**src/rtl/charger_pkg.sv**
```systemverilog
// -----------------------------------------------------------------------------
// charger_pkg
// Shared definitions for the coin-operated phone charger.
//   state_t   : 3-bit state code, also decoded by the state-lamp display
//   COIN*_VAL : yuan value of each coin input
//   coin_sum  : yuan added by a same-cycle combination of coin pulses
// -----------------------------------------------------------------------------
package charger_pkg;

  typedef enum logic [2:0] {
    ST_OFF    = 3'd0,
    ST_WAIT   = 3'd1,
    ST_INSERT = 3'd2,
    ST_CHARGE = 3'd3,
    ST_REFUND = 3'd4
  } state_t;

  localparam logic [7:0] COIN1_VAL = 8'd1;
  localparam logic [7:0] COIN5_VAL = 8'd5;

  // coin1 and coin5 in the same cycle count as a single 6-yuan addition.
  function automatic logic [7:0] coin_sum(input logic c1, input logic c5);
    logic [7:0] s;
    s = 8'd0;
    if (c1) s = s + COIN1_VAL;
    if (c5) s = s + COIN5_VAL;
    return s;
  endfunction

endpackage

```
**src/rtl/sec_tick_gen.sv**
```systemverilog
// -----------------------------------------------------------------------------
// sec_tick_gen
// One-second tick prescaler. Counts 0..CLK_HZ-1; tick is high during the
// last count of each second. clr restarts the count so the next tick comes a
// full second later.
// Ports:
//   clk   : system clock, rising edge
//   rst_n : asynchronous active-low reset
//   clr   : synchronous restart of the count
//   tick  : one-cycle pulse per second
// -----------------------------------------------------------------------------
module sec_tick_gen #(
  parameter int CLK_HZ = 100_000_000
) (
  input  logic clk,
  input  logic rst_n,
  input  logic clr,
  output logic tick
);

  localparam int CW = (CLK_HZ > 1) ? $clog2(CLK_HZ) : 1;
  localparam logic [CW-1:0] CNT_LAST = CW'(CLK_HZ - 1);

  logic [CW-1:0] r_cnt;

  always_ff @(posedge clk or negedge rst_n) begin
    if (!rst_n) begin
      r_cnt <= '0;
    end else if (clr || (r_cnt == CNT_LAST)) begin
      r_cnt <= '0;
    end else begin
      r_cnt <= r_cnt + CW'(1);
    end
  end

  assign tick = (r_cnt == CNT_LAST);

endmodule

```
**src/rtl/charger_controller.sv**
```systemverilog
// -----------------------------------------------------------------------------
// charger_controller
// Master sequencer of the coin-operated phone charger: power on/off, credit
// accumulation, charging countdown and refund hold.
// Ports:
//   clk, rst_n      : clock (rising edge), asynchronous active-low reset
//   power_btn       : pulse, toggles power
//   coin1, coin5    : pulses, coin inserted
//   confirm, cancel : pulses, start charging / abort with refund
//   state           : current state code (charger_pkg::state_t)
//   credit          : credit in yuan
//   remain_time     : charging seconds remaining
//   refund_amt      : yuan to return, valid in REFUND
//   refund_pulse    : one cycle on REFUND entry
//   coin_reject     : one cycle when a coin is refused
//   charging        : relay enable, high only in CHARGE
// Build option: CHARGE_CANCEL_REFUND_EN makes cancel during CHARGE refund the
// unused whole yuan; without it cancel is ignored during CHARGE.
// All outputs come straight from registers.
// -----------------------------------------------------------------------------
module charger_controller
  import charger_pkg::*;
#(
  parameter int CLK_HZ       = 100_000_000,
  parameter int SEC_PER_YUAN = 10,
  parameter int MAX_CREDIT   = 20,
  parameter int IDLE_TIMEOUT = 10,
  parameter int REFUND_HOLD  = 3
) (
  input  logic        clk,
  input  logic        rst_n,
  input  logic        power_btn,
  input  logic        coin1,
  input  logic        coin5,
  input  logic        confirm,
  input  logic        cancel,
  output logic [2:0]  state,
  output logic [7:0]  credit,
  output logic [15:0] remain_time,
  output logic [7:0]  refund_amt,
  output logic        refund_pulse,
  output logic        coin_reject,
  output logic        charging
);

  localparam logic [8:0]  CREDIT_CAP = 9'(MAX_CREDIT);
  localparam logic [15:0] SPY        = 16'(SEC_PER_YUAN);
  localparam logic [15:0] IDLE_LAST  = 16'(IDLE_TIMEOUT - 1);
  localparam logic [15:0] HOLD_LAST  = 16'(REFUND_HOLD - 1);

  state_t      r_state, w_state_nxt;
  logic [7:0]  r_credit, w_credit_nxt;
  logic [15:0] r_remain, w_remain_nxt;
  logic [7:0]  r_refund, w_refund_nxt;
  logic        r_refund_pulse, w_refund_pulse_nxt;
  logic        r_coin_reject, w_coin_reject_nxt;
  logic        r_charging, w_charging_nxt;
  // Seconds spent in the current state; serves as the WAIT idle timer and
  // the REFUND hold timer (never both at once).
  logic [15:0] r_sec_cnt, w_sec_cnt_nxt;

  logic        w_tick;
  logic        w_clr;
  logic        w_coin;
  logic [7:0]  w_add;
  logic        w_fits;

  sec_tick_gen #(.CLK_HZ(CLK_HZ)) u_tick (
    .clk   (clk),
    .rst_n (rst_n),
    .clr   (w_clr),
    .tick  (w_tick)
  );

  always_ff @(posedge clk or negedge rst_n) begin
    if (!rst_n) begin
      r_state        <= ST_OFF;
      r_credit       <= 8'd0;
      r_remain       <= 16'd0;
      r_refund       <= 8'd0;
      r_refund_pulse <= 1'b0;
      r_coin_reject  <= 1'b0;
      r_charging     <= 1'b0;
      r_sec_cnt      <= 16'd0;
    end else begin
      r_state        <= w_state_nxt;
      r_credit       <= w_credit_nxt;
      r_remain       <= w_remain_nxt;
      r_refund       <= w_refund_nxt;
      r_refund_pulse <= w_refund_pulse_nxt;
      r_coin_reject  <= w_coin_reject_nxt;
      r_charging     <= w_charging_nxt;
      r_sec_cnt      <= w_sec_cnt_nxt;
    end
  end

  always_comb begin
    w_state_nxt        = r_state;
    w_credit_nxt       = r_credit;
    w_remain_nxt       = r_remain;
    w_refund_nxt       = r_refund;
    w_refund_pulse_nxt = 1'b0;
    w_coin_reject_nxt  = 1'b0;
    w_sec_cnt_nxt      = r_sec_cnt + 16'(w_tick);
    w_coin             = coin1 | coin5;
    w_add              = coin_sum(coin1, coin5);
    w_fits             = ({1'b0, r_credit} + {1'b0, w_add}) <= CREDIT_CAP;

    case (r_state)
      ST_OFF: begin
        if (power_btn) w_state_nxt = ST_WAIT;
      end
      ST_WAIT: begin
        if (w_coin) begin
          if (w_fits) begin
            w_credit_nxt = r_credit + w_add;
            w_state_nxt  = ST_INSERT;
          end else begin
            w_coin_reject_nxt = 1'b1;
          end
        end else if (w_tick && (r_sec_cnt == IDLE_LAST)) begin
          w_state_nxt = ST_OFF;
        end
      end
      ST_INSERT: begin
        if (cancel) begin
          w_refund_nxt       = r_credit;
          w_credit_nxt       = 8'd0;
          w_refund_pulse_nxt = 1'b1;
          w_state_nxt        = ST_REFUND;
        end else if (confirm) begin
          w_remain_nxt = 16'(r_credit) * SPY;
          w_credit_nxt = 8'd0;
          w_state_nxt  = ST_CHARGE;
        end else if (w_coin) begin
          if (w_fits) w_credit_nxt = r_credit + w_add;
          else        w_coin_reject_nxt = 1'b1;
        end
      end
      ST_CHARGE: begin
`ifdef CHARGE_CANCEL_REFUND_EN
        if (cancel) begin
          w_refund_nxt       = 8'(r_remain / SPY);
          w_remain_nxt       = 16'd0;
          w_refund_pulse_nxt = 1'b1;
          w_state_nxt        = ST_REFUND;
        end else begin
          w_coin_reject_nxt = w_coin;
          if (w_tick) begin
            if (r_remain <= 16'd1) begin
              w_remain_nxt = 16'd0;
              w_state_nxt  = ST_WAIT;
            end else begin
              w_remain_nxt = r_remain - 16'd1;
            end
          end
        end
`else
        w_coin_reject_nxt = w_coin;
        if (w_tick) begin
          if (r_remain <= 16'd1) begin
            w_remain_nxt = 16'd0;
            w_state_nxt  = ST_WAIT;
          end else begin
            w_remain_nxt = r_remain - 16'd1;
          end
        end
`endif
      end
      ST_REFUND: begin
        w_coin_reject_nxt = w_coin;
        if (w_tick && (r_sec_cnt == HOLD_LAST)) begin
          w_refund_nxt = 8'd0;
          w_state_nxt  = ST_WAIT;
        end
      end
      default: begin
        // Unused codes recover to OFF with everything cleared.
        w_state_nxt  = ST_OFF;
        w_credit_nxt = 8'd0;
        w_remain_nxt = 16'd0;
        w_refund_nxt = 8'd0;
      end
    endcase

    // Power-off outranks every other event and forfeits any credit.
    if (power_btn && (r_state != ST_OFF)) begin
      w_state_nxt        = ST_OFF;
      w_credit_nxt       = 8'd0;
      w_remain_nxt       = 16'd0;
      w_refund_nxt       = 8'd0;
      w_refund_pulse_nxt = 1'b0;
      w_coin_reject_nxt  = 1'b0;
    end

    w_charging_nxt = (w_state_nxt == ST_CHARGE);

    // Every state entry restarts the second prescaler and the state timer.
    w_clr = (w_state_nxt != r_state);
    if (w_clr) w_sec_cnt_nxt = 16'd0;
  end

  assign state        = r_state;
  assign credit       = r_credit;
  assign remain_time  = r_remain;
  assign refund_amt   = r_refund;
  assign refund_pulse = r_refund_pulse;
  assign coin_reject  = r_coin_reject;
  assign charging     = r_charging;

endmodule
```
**config.mk**
```make
export PLATFORM = sky130hd
export DESIGN_NAME = charger_controller
export DESIGN_NICKNAME = d
export VERILOG_FILES = /design/src/rtl/charger_pkg.sv /design/src/rtl/sec_tick_gen.sv /design/src/rtl/charger_controller.sv
export SDC_FILE = /design/constraint.sdc
export NUM_CORES = 1
export LEC_CHECK = 0
export ABC_CLOCK_PERIOD_IN_PS = 5500
export BUFFER_PORTS_ARGS = -buffer_cell sky130_fd_sc_hd__buf_2
export CAP_MARGIN = 0
export CORE_ASPECT_RATIO = 0.75
export CORE_UTILIZATION = 60
export CTS_BUF_LIST = sky130_fd_sc_hd__clkbuf_4
export DETAILED_ROUTE_END_ITERATION = 12
export GPL_ROUTABILITY_DRIVEN = 0
export GPL_TIMING_DRIVEN = 0
export HOLD_SLACK_MARGIN = 0.08
export PLACE_DENSITY = 0.83
export SLEW_MARGIN = 0
export SYNTH_ARGS = -nofsm -noshare
export SYNTH_HDL_FRONTEND = slang
export SYNTH_SLANG_ARGS = --single-unit
```
**constraint.sdc**
```tcl
create_clock -name clk -period 5.5 [get_ports clk]
set_clock_uncertainty 0.05 [all_clocks]
set_input_delay 0 -clock clk [delete_from_list [all_inputs] [get_ports clk]]
set_output_delay 0 -clock clk [all_outputs]
set_load 0.005 [all_outputs]
```
Word level (Yosys, flattened, before mapping)
Index checks and enable logic that the tools add are counted.
Word-level totals
  register bits: 81
  input bits: 7
  output and inout bits: 38
  logic and storage cells: 88
Cells by class
  add/sub/neg operators: 6
  multiply operators: 1
  $lt $le $gt $ge: 2
  eq/ne operators: 17
  muxes and demuxes: 40
  bitwise operators: 1
  reductions and logical operators: 12
Operators with widths (count)
  16-bit 2-to-1 mux: 6
  8-bit 2-to-1 mux: 8
  16-bit one-hot mux with 3 select lines: 1
  8-bit one-hot mux with 3 select lines: 2
  3-bit 2-to-1 mux: 10
  27-bit by 1-bit adder with 27-bit output (second input constant): 1
  27-bit == test (second input constant): 1
  27-bit 2-to-1 mux: 1
  16-bit by 1-bit adder with 16-bit output: 1
  16-bit by 2-bit == test with 1-bit output (second input constant): 1
  16-bit by 4-bit == test with 1-bit output (second input constant): 1
  16-bit by 1-bit <= comparator with 1-bit output (second input constant): 1
  16-bit by 1-bit subtractor with 16-bit output (second input constant): 1
  3-bit != test (second input constant): 5
  3-bit one-hot mux with 5 select lines: 1
  8-bit by 3-bit multiplier with 11-bit output (second input constant): 1
  8-bit by 8-bit adder with 9-bit output: 1
  3-bit by 2-bit == test with 1-bit output (second input constant): 3
  9-bit by 5-bit <= comparator with 1-bit output (second input constant): 1
  1-bit 2-to-1 mux: 9
  3-bit OR reduction: 3
  8-bit adder: 1
  2-bit by 1-bit != test with 1-bit output (second input constant): 3
  1-bit by 3-bit adder with 4-bit output (second input constant): 1
  13 further kinds: 15

Depth between registers and ports, before layout
  depth after elaboration: 12
  gate-level depth with buffers: 14
  depth with buffers taken out: 13

Hierarchy
A second synthesis with hierarchy kept.
Second synthesis, totals
  cell total of the unflattened synthesis: 529
  area, all modules: 4879.7 um^2
Modules (own cells, without submodules)
  charger_controller: times used 1, cells each 378, area an instance 3462.1 um^2
  sec_tick_gen: times used 1, cells each 151, area an instance 1417.6 um^2

Worst setup path after synthesis
OpenSTA, ideal clock, no wires.
  path type: reg2reg
  from: reg u_tick.r_cnt[10]
  to: reg r_sec_cnt[10]
  setup time: 0.101 ns
  data arrival time: 2.888 ns
  slack: 2.461 ns
  cell stages (with the launch flop): 13
  clock period less this slack: 3.039 ns
  cell sequence: dfrtp_1 or4_4 nor4b_4 clkbuf_1 clkbuf_1 ha_1 ha_1 and3_1 nand3_1 nor2_1 nand2_1 xor2_1 nor4_1
On the way
  word-level cells in the longest chain between the ends: 8
RTL lines
  start, declared: line sec_tick_gen.sv:24  | logic [CW-1:0] r_cnt;
  start signal, assigned: line sec_tick_gen.sv:32  | r_cnt <= r_cnt + CW'(1);
  27-bit == test (*): line sec_tick_gen.sv:36  | assign tick = (r_cnt == CNT_LAST);
  1-bit logical AND: line charger_controller.sv:121  | end else if (w_tick && (r_sec_cnt == IDLE_LAST)) begin
  3-bit 2-to-1 mux: line charger_controller.sv:121
  3-bit 2-to-1 mux: line charger_controller.sv:114  | if (w_coin) begin
  3-bit one-hot mux with 5 select lines: line charger_controller.sv:109  | case (r_state)
  3-bit 2-to-1 mux: line charger_controller.sv:187  | if (power_btn && (r_state != ST_OFF)) begin
  3-bit != test: line charger_controller.sv:199  | w_clr = (w_state_nxt != r_state);
  16-bit 2-to-1 mux (*): line charger_controller.sv:200  | if (w_clr) w_sec_cnt_nxt = 16'd0;
  named net w_sec_cnt_nxt[10]: line charger_controller.sv:60  | logic [15:0] r_sec_cnt, w_sec_cnt_nxt;
  end signal, assigned: line charger_controller.sv:93  | r_sec_cnt <= w_sec_cnt_nxt;
  end, declared: line charger_controller.sv:60
The timed path passes the listed nets; every way through them passes the cells marked *.
A chain may end at the register's enable or synchronous reset.

Worst setup path after layout
  from: reg u_tick.r_cnt[1]
  to: reg r_sec_cnt[11]
Same word-level chain as after synthesis.

==> results.txt <==
- Run status: complete, no violations
- In the detailed route, the total length drawn on met3 is 886 µm.
- Gate count of the mapped netlist: 554
* Number of placed instances with taps included: 704
* GR Util All Layers: 0.303
- At the end of the flow the core is filled with cells to 0.707.
* Top-Level Pins: 45
- From left edge to right edge, the die measures 108 µm.
- The worst setup path is launched from a flip-flop.
* Buffers inserted during post-CTS setup optimization: 0
* Slowest stage delay, CP: 0.43 ns
- After layout, the design draws a total of 1.68 mW.
- Number of buffers added by the clock tree synthesis step: 9
* Number of fillers in the final layout: 612
- Post-Synthesis Net Count: 585
- Worst endpoint data arrival time: 4.29 ns
- Final Critical Period: 4.03 ns
* Peak supply drop: 0.202 mV
* Min-Delay Endpoint: state[2]$_DFF_PN0_
- The worst register-to-register path has a setup slack of 1.47 ns.
- Clock insertion delay at the later pin of the skew report: 0.45 ns
- Buffers inserted to repair hold after CTS numbered 9.
* Post-synthesis cell area: 5100 µm²
- Worst max-slew margin expressed relative to the limit: 0.305
- Entering global routing, the biggest net connects 43 pins.
* Count of final setup violators: 0
- For this design the static power due to leakage is 2.55 nW.
- Number of standard-cell rows in the floorplan: 28
* Worst hold-check slack: 0.428 ns
- Input and output buffers added on the ports amount to 44.
- R2R cell count: 14
* Mean post-synth cell area: 9.21 µm²
* Starting DRC count in detailed routing: 415
- Global route overflow: 0
- Starting density of the core: 0.633
- Setup repair after global routing missed its margin: false
* Top cell type's share of synthesized area: 0.397
- Launch point of the worst hold path: cancel
* Final worst-path cycle share: 0.732
- The worst register-to-register path ends at r_sec_cnt[11]$_DFF_PN0_.
* Met2 wire len: 5600 µm
- The number of slew-limit violations in the final report came to 0.
* Count of flip-flops with a built-in enable after synthesis: 0
- Clk buf depth: 2
- The most used flip-flop cell after synthesis is sky130_fd_sc_hd__dfrtp_1.
* Detailed-route wire length on metal 1: 5930 µm
* Slew @ Worst Pin: 1.03 ns
- Required time at the worst-slack endpoint: 5.77 ns
- The first global-routing pass estimated 20,600 µm of wire.
* Number of antenna diodes: 0
- CTS tree: yes
* Overall via count from detail_route: 4,545
- Final wirelength: 12,600 µm
* Top achievable clock speed: 0.248 GHz
- Average vias per placed instance: 6.24
- The hold violation count in the final report was 0.
* Reg-to-reg startpoint: u_tick.r_cnt[1]$_DFF_PN0_
- Adding up every negative setup slack in the final design gives 0 ns.
- The slowest stage of the critical path is the sky130_fd_sc_hd__clkbuf_1 cell.
* CTS root buffer: sky130_fd_sc_hd__clkbuf_4
* Drt first pass iters: 5
- Counting flops with an async set or reset pin after synthesis yields a share of 1.00.
* Area of the die: 8880 µm²
- Number of antenna violations at the first check in global routing: 0
* Cell taking the most area after synthesis: sky130_fd_sc_hd__dfrtp_1
- Worst setup EP type: flip-flop
- Max-cap violations in this run came to 0.
- After detailed routing, the average wire length per cell comes to 17.3 µm.
* Final setup slack of the worst path: 1.47 ns
* Final standard cell area without fillers: 5700 µm²
- Setup Crit Path Kind: reg -> reg
- Post-route antenna net violation count: 0
* Portion of the post-synthesis area used by sequential elements: 0.397
* Final non-filler cell total: 728
- The path class of the tightest hold or removal check is in -> reg.
- Measured along the y axis, the die boundary spans 81.9 µm.
- In this run the worst path has a maximum fanout of 10.
- Detailed placement ended at an HPWL of 9050 µm.
* Via count of the first global-routing pass: 4,219
- For this run, the number of Yosys warnings is 0.
- Pre-CTS setup slack: 1.58 ns
- CTS saw 81 sinks.
- Post-detailed-route DRC marker count: 0
- The library cells used most frequently in the layout, excluding fill and tap cells, are sky130_fd_sc_hd__dfrtp_1 (81), sky130_fd_sc_hd__nor2_1 (67), sky130_fd_sc_hd__buf_2 (50).
- Number of distinct library cell variants in the gate-level netlist after synthesis: 58
- Once placement finished, the instance area stood at 5480 µm².
* Number of nets in the finished design: 650
* Largest cells by area after synthesis: sky130_fd_sc_hd__dfrtp_1 (40%), sky130_fd_sc_hd__ha_1 (5.4%), sky130_fd_sc_hd__nor2_1 (4.9%), sky130_fd_sc_hd__xor2_1 (4.1%), sky130_fd_sc_hd__nor4_1 (4.0%)
- Clock slew at reported path FFs: 0.13 ns
- The core region is 8060 µm².
- The worst hold path was traced through 4 stages.
* Fraction of layout cells with a size suffix above 1: 0.141
- CTS built an H-tree with a depth of 3.
- Uppermost routed layer: met4
- Power density normalized to cell area: 294 nW/µm²
- Traced cell by cell, the critical path runs through ha_1 -> and3_1 -> and2_1 -> nor4b_4 -> clkbuf_1 -> clkbuf_1 -> ha_1 -> nand3_1 -> nor2_1 -> nand2_1 -> nor2_1 -> nand3_1 -> xor2_1 -> nor4_1.
- Register bit total from synthesis: 81
- Post-CTS resize count: 0
- Most common cell after layout, fill and taps aside: sky130_fd_sc_hd__dfrtp_1
- Area delta synth->final: 11.7%
==> power by group <==
group          switching [mW]  internal (mW)
Sequential             0.0491          0.631
Clock                   0.202          0.137
Combinational           0.405          0.251
Total                   0.656           1.02
==> area by class of cell <==
class | count | area, µm² | share of cell area
multi-input combinational | 421 | 2810 | 0.493
tap | 105 | 131 | 0.0231
timing repair buffer | 54 | 343 | 0.0602
clock buffer | 10 | 75.1 | 0.0132
buffer | 31 | 189 | 0.0332
inverter | 21 | 78.8 | 0.0138
sequential | 81 | 2030 | 0.356
clock inverter | 5 | 47.5 | 0.00834
==> how the worst max path moves through the flow <==
stage | startpoint | endpoint | slack [ns] | cells after the start
2_1_floorplan | u_tick.r_cnt[10]$_DFF_PN0_ | r_sec_cnt[10]$_DFF_PN0_ | 2.46 | 12
3_3_place_gp | u_tick.r_cnt[0]$_DFF_PN0_ | r_sec_cnt[14]$_DFF_PN0_ | 1.72 | 14
3_5_place_dp | u_tick.r_cnt[0]$_DFF_PN0_ | r_sec_cnt[11]$_DFF_PN0_ | 1.58 | 14
4_1_cts | u_tick.r_cnt[0]$_DFF_PN0_ | r_sec_cnt[11]$_DFF_PN0_ | 1.51 | 14
5_1_grt | u_tick.r_cnt[0]$_DFF_PN0_ | r_sec_cnt[10]$_DFF_PN0_ | 1.22 | 14
6_report | u_tick.r_cnt[1]$_DFF_PN0_ | r_sec_cnt[11]$_DFF_PN0_ | 1.47 | 14
==> worst max-delay path: cells and delay by family (launching register included) <==
family	cells	cell delay (ns)
fa+ha+maj	2	0.49
simple gates	9	1.96
xor+xnor	1	0.17
flops	1	0.40
buf+inv	2	0.85
==> logic make-up (layout without fill, tap and decap cells) <==
family,Yosys count,in the layout,share of synthesized area
adder cells (fa/ha/maj),24,24,0.0618
multiplexers,1,1,0.00196
AO/OA/AOI/OAI,96,96,0.129
AND/OR/NAND/NOR,252,252,0.272
flip-flops,81,81,0.397
XOR/XNOR,48,48,0.0861
buffers and inverters,52,121,0.0525
==> synthesized netlist by cell type, types with 5 or more instances <==
cell type,count
sky130_fd_sc_hd__a22oi_1,13
sky130_fd_sc_hd__nand2b_1,12
sky130_fd_sc_hd__and3_1,8
sky130_fd_sc_hd__nor2b_1,10
sky130_fd_sc_hd__xnor2_1,23
sky130_fd_sc_hd__buf_6,8
sky130_fd_sc_hd__buf_2,7
sky130_fd_sc_hd__dfrtp_1,81
sky130_fd_sc_hd__o21a_1,5
sky130_fd_sc_hd__o21ai_0,24
sky130_fd_sc_hd__xor2_1,24
sky130_fd_sc_hd__clkbuf_1,14
sky130_fd_sc_hd__or4_1,18
sky130_fd_sc_hd__inv_1,21
sky130_fd_sc_hd__o22ai_1,6
sky130_fd_sc_hd__nor3_1,16
sky130_fd_sc_hd__nand2_1,28
sky130_fd_sc_hd__ha_1,22
sky130_fd_sc_hd__a21oi_1,14
sky130_fd_sc_hd__nand4_1,5
sky130_fd_sc_hd__nor2_1,67
sky130_fd_sc_hd__nand3_1,23
sky130_fd_sc_hd__nor4_1,33
sky130_fd_sc_hd__or3_1,8
==> flip-flops by register name, indices dropped and copies added, names as in the netlist <==
| signal | flops |
|---|---|
| u_tick.r_cnt | 27 |
| refund_pulse | 1 |
| remain_time | 16 |
| refund_amt | 8 |
| coin_reject | 1 |
| state | 3 |
| r_sec_cnt | 16 |
| credit | 8 |
| charging | 1 |
==> routing by layer <==
metal,up-vias,global-route usage
met5,-,0
met4,0,0.0905
met3,28,0.0659
met2,205,0.463
met1,2170,0.433
li1,2142,-
(Power assumes the default switching activity.)
